## config.mk

```make
export PLATFORM = sky130hd
export DESIGN_NAME = pfd_loop_filter
export DESIGN_NICKNAME = d
export VERILOG_FILES = /design/src/rtl/pfd_loop_filter.sv
export SDC_FILE = /design/constraint.sdc
export NUM_CORES = 1
export LEC_CHECK = 0
export ABC_AREA = 1
export CORE_UTILIZATION = 60
export DETAILED_ROUTE_END_ITERATION = 7
export PLACE_DENSITY = 0.78
export SYNTH_ARGS = -nofsm -noshare
export SYNTH_HDL_FRONTEND = slang
export SYNTH_SLANG_ARGS = --single-unit
```

## constraint.sdc

```tcl
create_clock -name clk -period 5.3 [get_ports clk]
set_input_delay 0.795 -clock clk [delete_from_list [all_inputs] [get_ports clk]]
set_output_delay 0.795 -clock clk [all_outputs]
set_load 0.02 [all_outputs]
```

## src/rtl/pfd_loop_filter.sv

```systemverilog
// Digital charge pump and PI loop filter for the all-digital PLL.
// Converts PFD up/down pulse widths into a saturated DCO control word.
module pfd_loop_filter #(
    parameter int CTRL_W    = 12,
    parameter int CTRL_INIT = 2048,
    parameter int ERR_W     = 8,
    parameter int INT_W     = 16,
    parameter int KP_SHIFT  = 2,
    parameter int KI_SHIFT  = 4,
    parameter int LOCK_TOL  = 1,
    parameter int LOCK_CNT  = 8
) (
    input  logic                    clk,
    input  logic                    rst_n,
    input  logic                    enable,
    input  logic                    up,
    input  logic                    down,
    output logic [CTRL_W-1:0]       ctrl_word,
    output logic                    ctrl_valid,
    output logic signed [ERR_W:0]   err_last,
    output logic                    lock
);

    localparam int SUM_W = INT_W + ERR_W + KP_SHIFT + 2;
    localparam int LC_W  = $clog2(LOCK_CNT + 1);

    localparam logic [ERR_W-1:0]        CNT_MAX = '1;
    localparam logic signed [INT_W:0]   INT_MAX = (INT_W+1)'((1 <<< (INT_W-1)) - 1);
    localparam logic signed [INT_W:0]   INT_MIN = -INT_MAX;
    localparam logic signed [SUM_W-1:0] INIT_S  = SUM_W'(CTRL_INIT);
    localparam logic signed [SUM_W-1:0] CMAX_S  = SUM_W'((1 <<< CTRL_W) - 1);
    localparam logic signed [ERR_W:0]   TOL_S   = (ERR_W+1)'(LOCK_TOL);
    localparam logic [LC_W-1:0]         LC_MAX  = LC_W'(LOCK_CNT);

    typedef enum logic [1:0] {
        IDLE,
        MEAS_UP,
        MEAS_DN,
        UPDATE
    } state_t;

    state_t                   state;
    logic [ERR_W-1:0]         count;
    logic signed [ERR_W:0]    err;
    logic signed [INT_W-1:0]  integ;
    logic [LC_W-1:0]          lock_cnt;

    logic signed [INT_W:0]    isum;
    logic signed [INT_W-1:0]  integ_n;
    logic signed [SUM_W-1:0]  psum;
    logic [CTRL_W-1:0]        ctrl_n;
    logic                     in_tol;
    logic [LC_W-1:0]          lock_cnt_n;
    logic                     start_up;
    logic                     start_dn;

    // Filter arithmetic runs off the latched error; only UPDATE commits it.
    always_comb begin
        isum = (INT_W+1)'(integ) + (INT_W+1)'(err);
        if (isum > INT_MAX)
            integ_n = INT_MAX[INT_W-1:0];
        else if (isum < INT_MIN)
            integ_n = INT_MIN[INT_W-1:0];
        else
            integ_n = isum[INT_W-1:0];

        psum = INIT_S
             + (SUM_W'(err) <<< KP_SHIFT)
             + SUM_W'(integ_n >>> KI_SHIFT);
        if (psum[SUM_W-1])
            ctrl_n = '0;
        else if (psum > CMAX_S)
            ctrl_n = '1;
        else
            ctrl_n = psum[CTRL_W-1:0];

        in_tol = (err <= TOL_S) && (err >= -TOL_S);
        if (!in_tol)
            lock_cnt_n = '0;
        else if (lock_cnt == LC_MAX)
            lock_cnt_n = LC_MAX;
        else
            lock_cnt_n = lock_cnt + 1'b1;

        start_up = enable && up && !down;
        start_dn = enable && down && !up;
    end

    always_ff @(posedge clk or negedge rst_n) begin
        if (!rst_n) begin
            state      <= IDLE;
            count      <= '0;
            err        <= '0;
            integ      <= '0;
            lock_cnt   <= '0;
            ctrl_word  <= CTRL_W'(CTRL_INIT);
            ctrl_valid <= 1'b0;
            err_last   <= '0;
            lock       <= 1'b0;
        end else begin
            ctrl_valid <= 1'b0;
            unique case (state)
                IDLE, UPDATE: begin
                    if (state == UPDATE) begin
                        integ      <= integ_n;
                        ctrl_word  <= ctrl_n;
                        err_last   <= err;
                        ctrl_valid <= 1'b1;
                        lock_cnt   <= lock_cnt_n;
                        lock       <= (lock_cnt_n == LC_MAX);
                    end
                    unique case (1'b1)
                        start_up: begin
                            state <= MEAS_UP;
                            count <= ERR_W'(1);
                        end
                        start_dn: begin
                            state <= MEAS_DN;
                            count <= ERR_W'(1);
                        end
                        default: state <= IDLE;
                    endcase
                end
                MEAS_UP: begin
                    if (!enable) begin
                        state <= IDLE;
                    end else if (up && !down) begin
                        if (count != CNT_MAX)
                            count <= count + 1'b1;
                    end else begin
                        err   <= $signed({1'b0, count});
                        state <= UPDATE;
                    end
                end
                MEAS_DN: begin
                    if (!enable) begin
                        state <= IDLE;
                    end else if (down && !up) begin
                        if (count != CNT_MAX)
                            count <= count + 1'b1;
                    end else begin
                        err   <= -$signed({1'b0, count});
                        state <= UPDATE;
                    end
                end
                default: state <= IDLE;
            endcase
        end
    end

endmodule

```

==> run metrics <==
M1 GR Usage 0.394; share of post-route cells with drive strength above 1 0.0833; Max stage delay cell, worst path fa_1; Skew-Pair Late Insertion Delay 0.35 ns; Max Root-Sink Buffers 2; dpl hpwl 8120 um; Worst EP arrival 5.11 ns; max-slew violation count 0; gpl congestion 0.939; unrepaired setup endpoints after global routing false; die height 90.1 um; # rows 31; core area 7370 sq um; Die Wd 90.1 um; final setup vio count 0; vias per cell 5.45; clock skew 0.0126 ns; final hold viol count 0; Detailed Route WL 10,900 um; Synth area leader dfrtp_1; Layout Area Growth over Synthesis 13.2%; Slew headroom 0.484; diodes inserted 0; GR Layer Usage met2 0.463; CP startpoint kind flop; input/output buffers 27; routed vias 4,269; clock root cell clkbuf_8; outcome complete, no violations; WS Path Type reg2reg; Yosys reg bits 62; Clock transition at path regs 0.08 ns; Avg WL per Cell 14.0 um; Max Cap Viol 0; WP data required 5.59 ns; Post-Syn Area 4660 sq um; clk sinks 62; grt peak-use layer met2; first-pass GRT wire length 18,900 um; initial detailed-routing violation count 260; maximum fanout along the worst path 15; fin crit share 0.909; drt pass-1 iters 4; Post-CTS Hold Fix Bufs 0; post-synthesis cell count 644; total grt overflow 0; Synth top area share 0.327; Least-Margin Pin Slew 0.774 ns; Hold WC Path Type reg2reg; gr usage total 0.287; Final nets 732; ranking of synthesized cells by area dfrtp_1 33%, nand2_1 17%, ha_1 12%; antenna-violating nets left 0; pin count of the biggest net entering global routing 63; min Tclk post-route 4.82 ns; total number of yosys warnings 0; CTS tree yes; CTS buffer count 9; Starting Density 0.633; Worst setup EP type flop; average size of a mapped cell 7.24 sq um; met3 usage 0.0423; Crit path top cell by count nand2_1; num ports 28; Net Count, Synth 697; total negative slack 0 ns; vias in the first global route 4,138; full die area 8130 sq um; initial antenna violation count 0; H-tree depth 3; Fmax 207 MHz; post-synthesis sequential area ratio 0.333; Cell variety after synth 43; # DRC 0; CP peak stage delay 0.42 ns
## state kept, by name, summed over array words and instances (netlist names)
name	flops
count	8
lock	1
lock_cnt	4
err_last	9
ctrl_word	12
ctrl_valid	1
state	2
err	9
integ	16
## critical path: cells and delay by family (launching register included)
kind / cells / cell delay, ns
AOI/OAI and AO/OA: 2 / 0.21
xor gates and xnor gates: 1 / 0.20
adders and majority gates: 5 / 1.53
buffers and inverters: 5 / 0.43
DFF: 1 / 0.41
and+or+nand+nor: 23 / 1.98
## synthesized netlist by cell type, drive strengths merged
| cell type | number |
|---|---|
| a21oi | 25 |
| a22oi | 1 |
| a31oi | 12 |
| and2 | 1 |
| buf | 3 |
| clkbuf | 7 |
| clkinv | 2 |
| dfrtp | 61 |
| dfstp | 1 |
| fa | 2 |
| ha | 46 |
| inv | 88 |
| nand2 | 219 |
| nand3 | 32 |
| nand3b | 3 |
| nand4 | 6 |
| nor2 | 45 |
| nor3 | 10 |
| nor3b | 2 |
| nor4 | 2 |
| o211ai | 2 |
| o21a | 1 |
| o21ai | 39 |
| o21bai | 3 |
| o22ai | 5 |
| o311ai | 1 |
| o31ai | 2 |
| or2 | 1 |
| xnor2 | 4 |
| xor2 | 18 |
## cell families (layout without fill, tap and decap cells)
group | Yosys count | after routing | share of synthesized area
flip-flops | 62 | 62 | 0.333
XOR/XNOR | 22 | 22 | 0.0429
AND/OR/NAND/NOR | 321 | 321 | 0.291
buffers and inverters | 100 | 140 | 0.0845
adder cells (fa/ha/maj) | 48 | 48 | 0.132
AO/OA/AOI/OAI | 91 | 91 | 0.116
## routing by layer
metal	up-vias	wire, um
met4	0	177
met1	1966	5120
met2	144	5010
met5	-	0
met3	17	643
li1	2142	-
## final cells by class
class | count | area, sq um
repair buffers | 34 | 318
flip-flops and latches | 62 | 1560
inverters | 90 | 340
multi-input cells | 482 | 2730
clock inverters | 7 | 81.3
clock buffers | 9 | 124
fillers | 594 | 2090
well taps | 99 | 124
## final timing paths
check                           slack [ns]                     from  cells past startpoint                  endpoint
max in group asynchronous             4.15                    rst_n                      2        err[0]$_DFFE_PN0P_
worst max register to register        0.48       err[0]$_DFFE_PN0P_                     36  ctrl_word[7]$_DFFE_PN0P_
worst min-delay path                  0.48  err_last[3]$_DFFE_PN0P_                      2   err_last[3]$_DFFE_PN0P_
worst max-delay path                  0.48       err[0]$_DFFE_PN0P_                     36  ctrl_word[7]$_DFFE_PN0P_
worst min register to register        0.48  err_last[3]$_DFFE_PN0P_                      2   err_last[3]$_DFFE_PN0P_
min in group asynchronous             0.59                    rst_n                      2      count[5]$_DFFE_PN0P_
## placed cells by master, fill, tap and decap left out, types with 10 or more instances in the layout
cell type        netlist  layout
nand2_2               13      14
nand3_1               31      31
a21oi_1               23      23
clkdlybuf4s50_1        0      26
nand2_1              205     203
inv_1                 85      85
xor2_1                17      17
nor2_1                43      43
nor3_1                10      10
a31oi_1               10      10
o21ai_0               34      33
dfrtp_1               61      59
ha_1                  46      46
## per-stage QoR
step | cell area (sq um) | hold slack, ns | setup slack (ns) | cells | utilization
after floorplan | 4660 | 0.457 | 0.959 | 644 | -
after global placement | 5020 | 0.457 | 0.580 | 763 | 0.681
after detailed placement | 5020 | 0.463 | 0.293 | 763 | 0.681
after CTS | 5220 | 0.483 | 0.264 | 779 | 0.709
after global routing | 5280 | 0.504 | 0.0140 | 783 | 0.716
final | 5280 | 0.480 | 0.480 | 783 | 0.716
## timing repair
| item | CTS | global route |
|---|---|---|
| setup endpoints to repair | 0 | 12 |
| resized for setup | 0 | 8 |
| buffers inserted | 0 | 4 |
Power is left out: the tool's default activity adds up to more than one toggle a clock period on the data nets, which glitch-free logic cannot reach.
